**src/rtl/flap_input_controller.sv**
```systemverilog
// flap_input_controller: synchronises and debounces the flap key, then times a rise/cooldown flap in game ticks.
// Optional macro FLAP_REFLAP_EN: a press during RISE restarts the rise and counts as another flap.
module flap_input_controller #(
   parameter int DB_W            = 16,
   parameter int DEBOUNCE_CYCLES = 50000,
   parameter int RISE_TICKS      = 8,
   parameter int COOLDOWN_TICKS  = 4
) (
   input  logic       game_clk,
   input  logic       resetn,
   input  logic       key_n,
   input  logic       tick_en,
   input  logic       game_active,
   output logic       user_input_clock,
   output logic       press_pulse,
   output logic [7:0] flap_count
);

   // state    | meaning
   // IDLE     | waiting for an accepted press
   // RISE     | box rising; counts RISE_TICKS game ticks
   // COOLDOWN | presses ignored; counts COOLDOWN_TICKS game ticks

   localparam logic [DB_W-1:0] DB_LAST     = DB_W'(DEBOUNCE_CYCLES - 1);
   localparam logic [3:0]      RISE_LAST   = 4'(RISE_TICKS - 1);
   localparam logic [3:0]      COOL_LAST   = 4'((COOLDOWN_TICKS == 0) ? 0 : COOLDOWN_TICKS - 1);
   localparam bit              NO_COOLDOWN = (COOLDOWN_TICKS == 0);

   typedef enum logic [1:0] {IDLE, RISE, COOLDOWN} state_t;

   logic            sync_1;
   logic            key_s;
   logic            stable;
   logic [DB_W-1:0] db_cnt;
   state_t          state;
   logic [3:0]      tick_cnt;

   always_ff @(posedge game_clk or negedge resetn) begin
      if (!resetn) begin
         sync_1 <= 1'b1;
         key_s  <= 1'b1;
      end else begin
         sync_1 <= key_n;
         key_s  <= sync_1;
      end
   end

   // press_pulse is registered alongside the accepted level so it appears the cycle stable falls.
   always_ff @(posedge game_clk or negedge resetn) begin
      if (!resetn) begin
         stable      <= 1'b1;
         db_cnt      <= '0;
         press_pulse <= 1'b0;
      end else begin
         press_pulse <= 1'b0;
         if (key_s == stable) begin
            db_cnt <= '0;
         end else if (db_cnt == DB_LAST) begin
            stable      <= key_s;
            db_cnt      <= '0;
            press_pulse <= ~key_s;
         end else begin
            db_cnt <= db_cnt + DB_W'(1);
         end
      end
   end

   always_ff @(posedge game_clk or negedge resetn) begin
      if (!resetn) begin
         state            <= IDLE;
         tick_cnt         <= 4'd0;
         user_input_clock <= 1'b0;
         flap_count       <= 8'd0;
      end else if (!game_active) begin
         state            <= IDLE;
         tick_cnt         <= 4'd0;
         user_input_clock <= 1'b0;
      end else begin
         case (state)
            IDLE: begin
               if (press_pulse) begin
                  state            <= RISE;
                  tick_cnt         <= 4'd0;
                  user_input_clock <= 1'b1;
                  if (flap_count != 8'hFF) flap_count <= flap_count + 8'd1;
               end
            end
            RISE: begin
`ifdef FLAP_REFLAP_EN
               if (press_pulse) begin
                  tick_cnt <= 4'd0;
                  if (flap_count != 8'hFF) flap_count <= flap_count + 8'd1;
               end else
`endif
               if (tick_en) begin
                  if (tick_cnt == RISE_LAST) begin
                     tick_cnt         <= 4'd0;
                     user_input_clock <= 1'b0;
                     state            <= NO_COOLDOWN ? IDLE : COOLDOWN;
                  end else begin
                     tick_cnt <= tick_cnt + 4'd1;
                  end
               end
            end
            COOLDOWN: begin
               if (tick_en) begin
                  if (tick_cnt == COOL_LAST) begin
                     state    <= IDLE;
                     tick_cnt <= 4'd0;
                  end else begin
                     tick_cnt <= tick_cnt + 4'd1;
                  end
               end
            end
            default: begin
               state            <= IDLE;
               tick_cnt         <= 4'd0;
               user_input_clock <= 1'b0;
            end
         endcase
      end
   end

endmodule

```
**config.mk**
```make
export PLATFORM = sky130hd
export DESIGN_NAME = flap_input_controller
export DESIGN_NICKNAME = d
export VERILOG_FILES = /design/src/rtl/flap_input_controller.sv
export SDC_FILE = /design/constraint.sdc
export NUM_CORES = 1
export LEC_CHECK = 0
export CAP_MARGIN = 25
export CORE_MARGIN = 1
export CORE_UTILIZATION = 50
export DETAILED_ROUTE_END_ITERATION = 8
export HOLD_SLACK_MARGIN = 0.03
export PLACE_DENSITY = 0.7
export SKIP_LAST_GASP = 1
export SYNTH_ARGS = -nofsm -noshare
export SYNTH_HDL_FRONTEND = slang
export SYNTH_SLANG_ARGS = --single-unit
```
**constraint.sdc**
```tcl
create_clock -name game_clk -period 1.9 [get_ports game_clk]
set_input_delay 0.475 -clock game_clk [delete_from_list [all_inputs] [get_ports game_clk]]
set_output_delay 0.475 -clock game_clk [all_outputs]
set_load 0.005 [all_outputs]
```
-- Word-level counts from Yosys, hierarchy flattened
Cells that the tools add are included.
- flip-flop bits (word level): 35
- output and inout port bits: 10
- input bits: 5
- logic and storage cells: 56
- bitwise logic cells: 2
- equal/unequal tests: 13
- mux-type cells: 23
- add/subtract/negate cells: 3
- reductions and logical operators: 6
- operators with widths (cell ; count):
    16-bit 2-to-1 mux ; 2
    4-bit 2-to-1 mux ; 6
    16-bit by 1-bit adder with 16-bit output (second input constant) ; 1
    16-bit == test (second input constant) ; 1
    3-bit inequality test (second input constant) ; 5
    2-bit 2-to-1 mux ; 6
    4-bit case mux with 3 select lines ; 1
    8-bit by 1-bit adder with 8-bit output (second input constant) ; 1
    8-bit inequality test (second input constant) ; 1
    4-bit AND reduction ; 2
    1-bit 2-to-1 mux ; 6
    2-bit case mux with 3 select lines ; 1
    5-bit AND reduction ; 1
    4-bit by 1-bit adder with 4-bit output (second input constant) ; 1
    4-bit by 2-bit == test with 1-bit output (second input constant) ; 1
    4-bit by 3-bit == test with 1-bit output (second input constant) ; 1
    1-bit case mux with 3 select lines ; 1
    3-bit AND reduction ; 1
    2-bit by 1-bit == test with 1-bit output (second input constant) ; 1
    2-bit == test (second input constant) ; 1
    2-bit logical NOT ; 1
    2-bit inequality test (second input constant) ; 1
    1-bit NOT ; 2
    2-bit AND reduction ; 1
    1-bit == test ; 1

-- Longest topological paths before layout
- depth after elaboration: 5
- gate-level depth with buffers: 6
- mapped depth without buffers: 6

-- Worst setup path before layout
No wires, ideal clock.
- kind: reg-to-reg
- start: reg state[1]
- end: reg tick_cnt[3]
- path buffers: 0
- setup slack: 0.228 ns
- required time: 1.832 ns
- data arrival time: 1.603 ns
- clock period less this slack: 1.672 ns
- stages on the path, launching flop included: 7
- cells stage by stage: dfrtp_1 > inv_1 > ha_1 > o211a_4 > a21bo_1 > or4_1 > nand3_1
- word-level cells in the longest chain between the ends: 3
- RTL lines (element ; RTL line ; source):
    start, declared ; 35 ; state_t state;
    start signal, assigned ; 99 ; state <= NO_COOLDOWN ? IDLE : COOLDOWN;
    2-bit by 1-bit == test with 1-bit output, or another cell as far along ; 79 ; case (state)
    3-bit inequality test (no source line) / 4-bit case mux with 3 select lines (equally long branches) ; -- ;
    3-bit AND reduction (no source line) / 4-bit 2-to-1 mux (equally long branches) ; -- ;
    end signal, assigned ; 101 ; tick_cnt <= tick_cnt + 4'd1;
    end signal, assigned ; 111 ; tick_cnt <= tick_cnt + 4'd1;
    end, declared ; 36 ; logic [3:0] tick_cnt;
Several ways; a longest one is shown, not always the timed one.
A chain may end at the register's enable or synchronous reset.

-- Final worst setup path
- start: reg flap_count[0]
- end: out flap_count[0]
- RTL lines (element ; RTL line ; source):
    start, declared ; 16 ; output logic [7:0] flap_count
    start signal, assigned ; 85 ; if (flap_count != 8'hFF) flap_count <= flap_count + 8'd1;
No word-level cell between the ends.

==> impl_metrics.csv <==
group,metric,value,unit
timing,setup_viol,0,
layout,syn_to_final_growth,15.2,%
layout,antenna_cells,0,
worst_setup_path,timing.rr.end,"tick_cnt[3]",
layout,drive_gt1_share,10.8,%
grt,first_global_vias,1207,
run,maxCapViolations,0,
grt,grt_first_pass_wirelength,5290,um
grt,gr-total-overflow,0,
worst_setup_path,cpPeakStageDelay,0.53,ns
floorplan,start_util,52.8,%
timing,hold_violations,0,
synth,syn_nets,181,
placement,pre_cts_slack,-0.0864,ns
synth,syn_avg_cell_area,10.5,um2
worst_setup_path,cp-end-kind,"output pin",
floorplan,core-area,3360,um2
timing,tns,0,ns
worst_setup_path,required,1.42,ns
clock_tree,clkTransAtPathRegs,0.10,ns
synth,ys_ff_latch,35,
worst_setup_path,critical_path.startpoint_type,"flop",
layout,postLayoutCoreUtil,60.8,%
worst_setup_path,startpoint,"flap_count[0]",
hold_path,hold_path_class,"flop to flop",
floorplan,die_h,61.6,um
placement,dp_hpwl,2200,um
timing,whs,0.366,ns
detailed_routing,drc_errors,0,
timing,fmax,553,MHz
detailed_routing,vias,1288,
worst_setup_path,cp_cell_sequence,"clkdlybuf4s50_1",
worst_setup_path,crit_slowest_cell,"clkdlybuf4s50_1",
power_and_ir_drop,peakVddDrop,0.000486,V
placement,io_buffers,14,
grt,grt_util_all_layers,20.0,%
timing,fin_crit,1.81,ns
timing,setup_ws,0.0911,ns
detailed_routing,wirelength,3200,um
synth,ys_warn_count,0,
grt,antenna_found_initial,0,
worst_setup_path,rr_worst_depth,6,
worst_setup_path,timing.rr.start,"state[1]",
synth,netlist_area,1780,um2
hold_path,holdPathStages,0,
power_and_ir_drop,power,1.19,mW
floorplan,core.rowCount,21,
clock_tree,cts_sinks,35,
synth,synth_cell_type_count,38,
worst_setup_path,cp_top_family,"buffers and inverters",
floorplan,dieWidth,61.6,um
status,outcome,"finished clean",
floorplan,die_area,3790,um2
detailed_routing,ant_nets,0,
worst_setup_path,worstPathMaxFanout,6,
grt,grt_max_degree,36,
power_and_ir_drop,powerDensity,584,nW/um2
clock_tree,h-tree-depth,2,
timing,finalCritPeriodShare,95.2,%
worst_setup_path,worst-path-stages,1,
clock_tree,cts_setup_buffers,0,
placement,gp_congestion,0.835,
clock_tree,hold_buffers,0,
timing,drv_slew,0,
worst_setup_path,path_class,"flop to output pin",
detailed_routing,drt_iter0_markers,74,
worst_setup_path,path_buf_inv,1,
detailed_routing,first_pass_iters,4,
worst_setup_path,r2r_slack,0.10,ns
synth,synthCells,169,
clock_tree,cts_buffer_depth,2,
floorplan,ios,15,
clock_tree,cts-root-buf,"clkbuf_4",
detailed_routing,viasPerCell,5.37,
detailed_routing,wl_per_cell,13.3,um
worst_setup_path,endpoint,"flap_count[0]",
timing,worstMarginPinSlew,0.431,ns
clock_tree,cts_tree,"built",
clock_tree,cts_resized,0,
layout,fin_nets,205,
timing,relSlewSlack,71.3,%
timing,rsz0062_at_grt,"false",
power_and_ir_drop,power.leakage,0.911,nW
synth,yosysSeqAreaShare,49.5,%
clock_tree,cts_buffers,5,
timing,clock_skew,0.0116,ns
worst_setup_path,worstPathArrival,1.33,ns
clock_tree,clk_latency,0.34,ns
[cell usage after synthesis]
cell type / n / area, um2
xor2_1: 7 / 61.3
and2b_2: 1 / 8.76
dfstp_2: 3 / 78.8
nand4_1: 8 / 50.1
a21bo_1: 1 / 10.0
a21o_1: 1 / 7.51
a21oi_1: 5 / 25.0
or2b_2: 1 / 8.76
nand2_1: 11 / 41.3
nor3_1: 5 / 25.0
o2111ai_1: 1 / 8.76
mux2_1: 2 / 22.5
a31oi_2: 1 / 12.5
nor4b_1: 1 / 8.76
o21bai_1: 1 / 7.51
o21ai_1: 1 / 5.00
dfrtp_1: 32 / 801
or4_1: 1 / 7.51
xnor2_1: 15 / 131
nor4bb_1: 2 / 20.0
buf_6: 1 / 11.3
nor2_1: 19 / 71.3
o211a_4: 1 / 17.5
nand3_1: 10 / 50.1
inv_1: 9 / 33.8
mux2i_1: 3 / 30.0
nor3b_1: 1 / 7.51
and4_1: 1 / 8.76
a211oi_1: 1 / 7.51
nand4b_1: 1 / 8.76
buf_4: 1 / 7.51
and3_1: 6 / 37.5
nand3_2: 1 / 10.0
a21oi_2: 1 / 8.76
o22ai_1: 1 / 6.26
ha_1: 7 / 87.6
buf_2: 1 / 5.00
nor4_1: 4 / 25.0
[where the power goes]
part / switching, mW / internal, mW
combinational: 0.0296 / 0.0195
clock: 0.240 / 0.144
sequential: 0.00673 / 0.754
total: 0.276 / 0.917
[worst min-delay path by stage]
stage / endpoint / slack, ns / from
5_1_grt: key_s / 0.37 / sync_1
3_3_place_gp: key_s / 0.35 / sync_1
6_report: key_s / 0.37 / sync_1
3_5_place_dp: key_s / 0.35 / sync_1
4_1_cts: key_s / 0.37 / sync_1
2_1_floorplan: db_cnt[0] / 0.18 / resetn
[cell families after synthesis]
logic type / share of synthesized area, %
simple gates: 21.9
flops: 49.5
xor+xnor: 10.9
compound gates: 6.55
buf+inv: 3.24
fa+ha+maj: 4.93
mux: 2.96
[routing by layer]
| metal | global-route usage (%) | routed length [um] |
|---|---|---|
| met1 | 23.6 | 1450 |
| met5 | 0 | 0 |
| met3 | 4.83 | 86 |
| met2 | 33.2 | 1580 |
| met4 | 11.7 | 78 |
[final cells by class]
cell class,count,area [um2]
Sequential cell,35,880
Clock buffer,7,45.0
Clock inverter,1,5.00
Inverter,9,33.8
Timing Repair Buffer,20,185
Tap cell,46,57.6
Multi-Input combinational cell,122,838
Fill cell,308,1320
[cell usage in the layout (no fill, tap or decap), types with 2 or more instances in the layout]
master,count
nor4bb_1,2
nand3_1,10
clkbuf_4,5
xor2_1,7
nand2_1,11
mux2i_1,3
nor4_1,4
a21oi_1,5
nor3_1,5
ha_1,7
nor2_1,19
and3_1,6
clkdlybuf4s50_1,14
nand4_1,8
mux2_1,2
clkbuf_1,2
xnor2_1,15
dfstp_2,3
dfrtp_1,32
buf_4,6
inv_1,9
[through the flow]
stage / area, um2 / instances
2_1_floorplan: 1780 / 169
4_1_cts: 2040 / 240
3_5_place_dp: 1990 / 232
3_3_place_gp: 1990 / 232
6_report: 2040 / 240
5_1_grt: 2040 / 240
[sequential cells by signal, summed over array words and instances, names as in the netlist]
name / count
sync_1: 1
flap_count: 8
key_s: 1
press_pulse: 1
tick_cnt: 4
user_input_clock: 1
stable: 1
state: 2
db_cnt: 16
No activity file was read; power rests on OpenSTA's default activity.
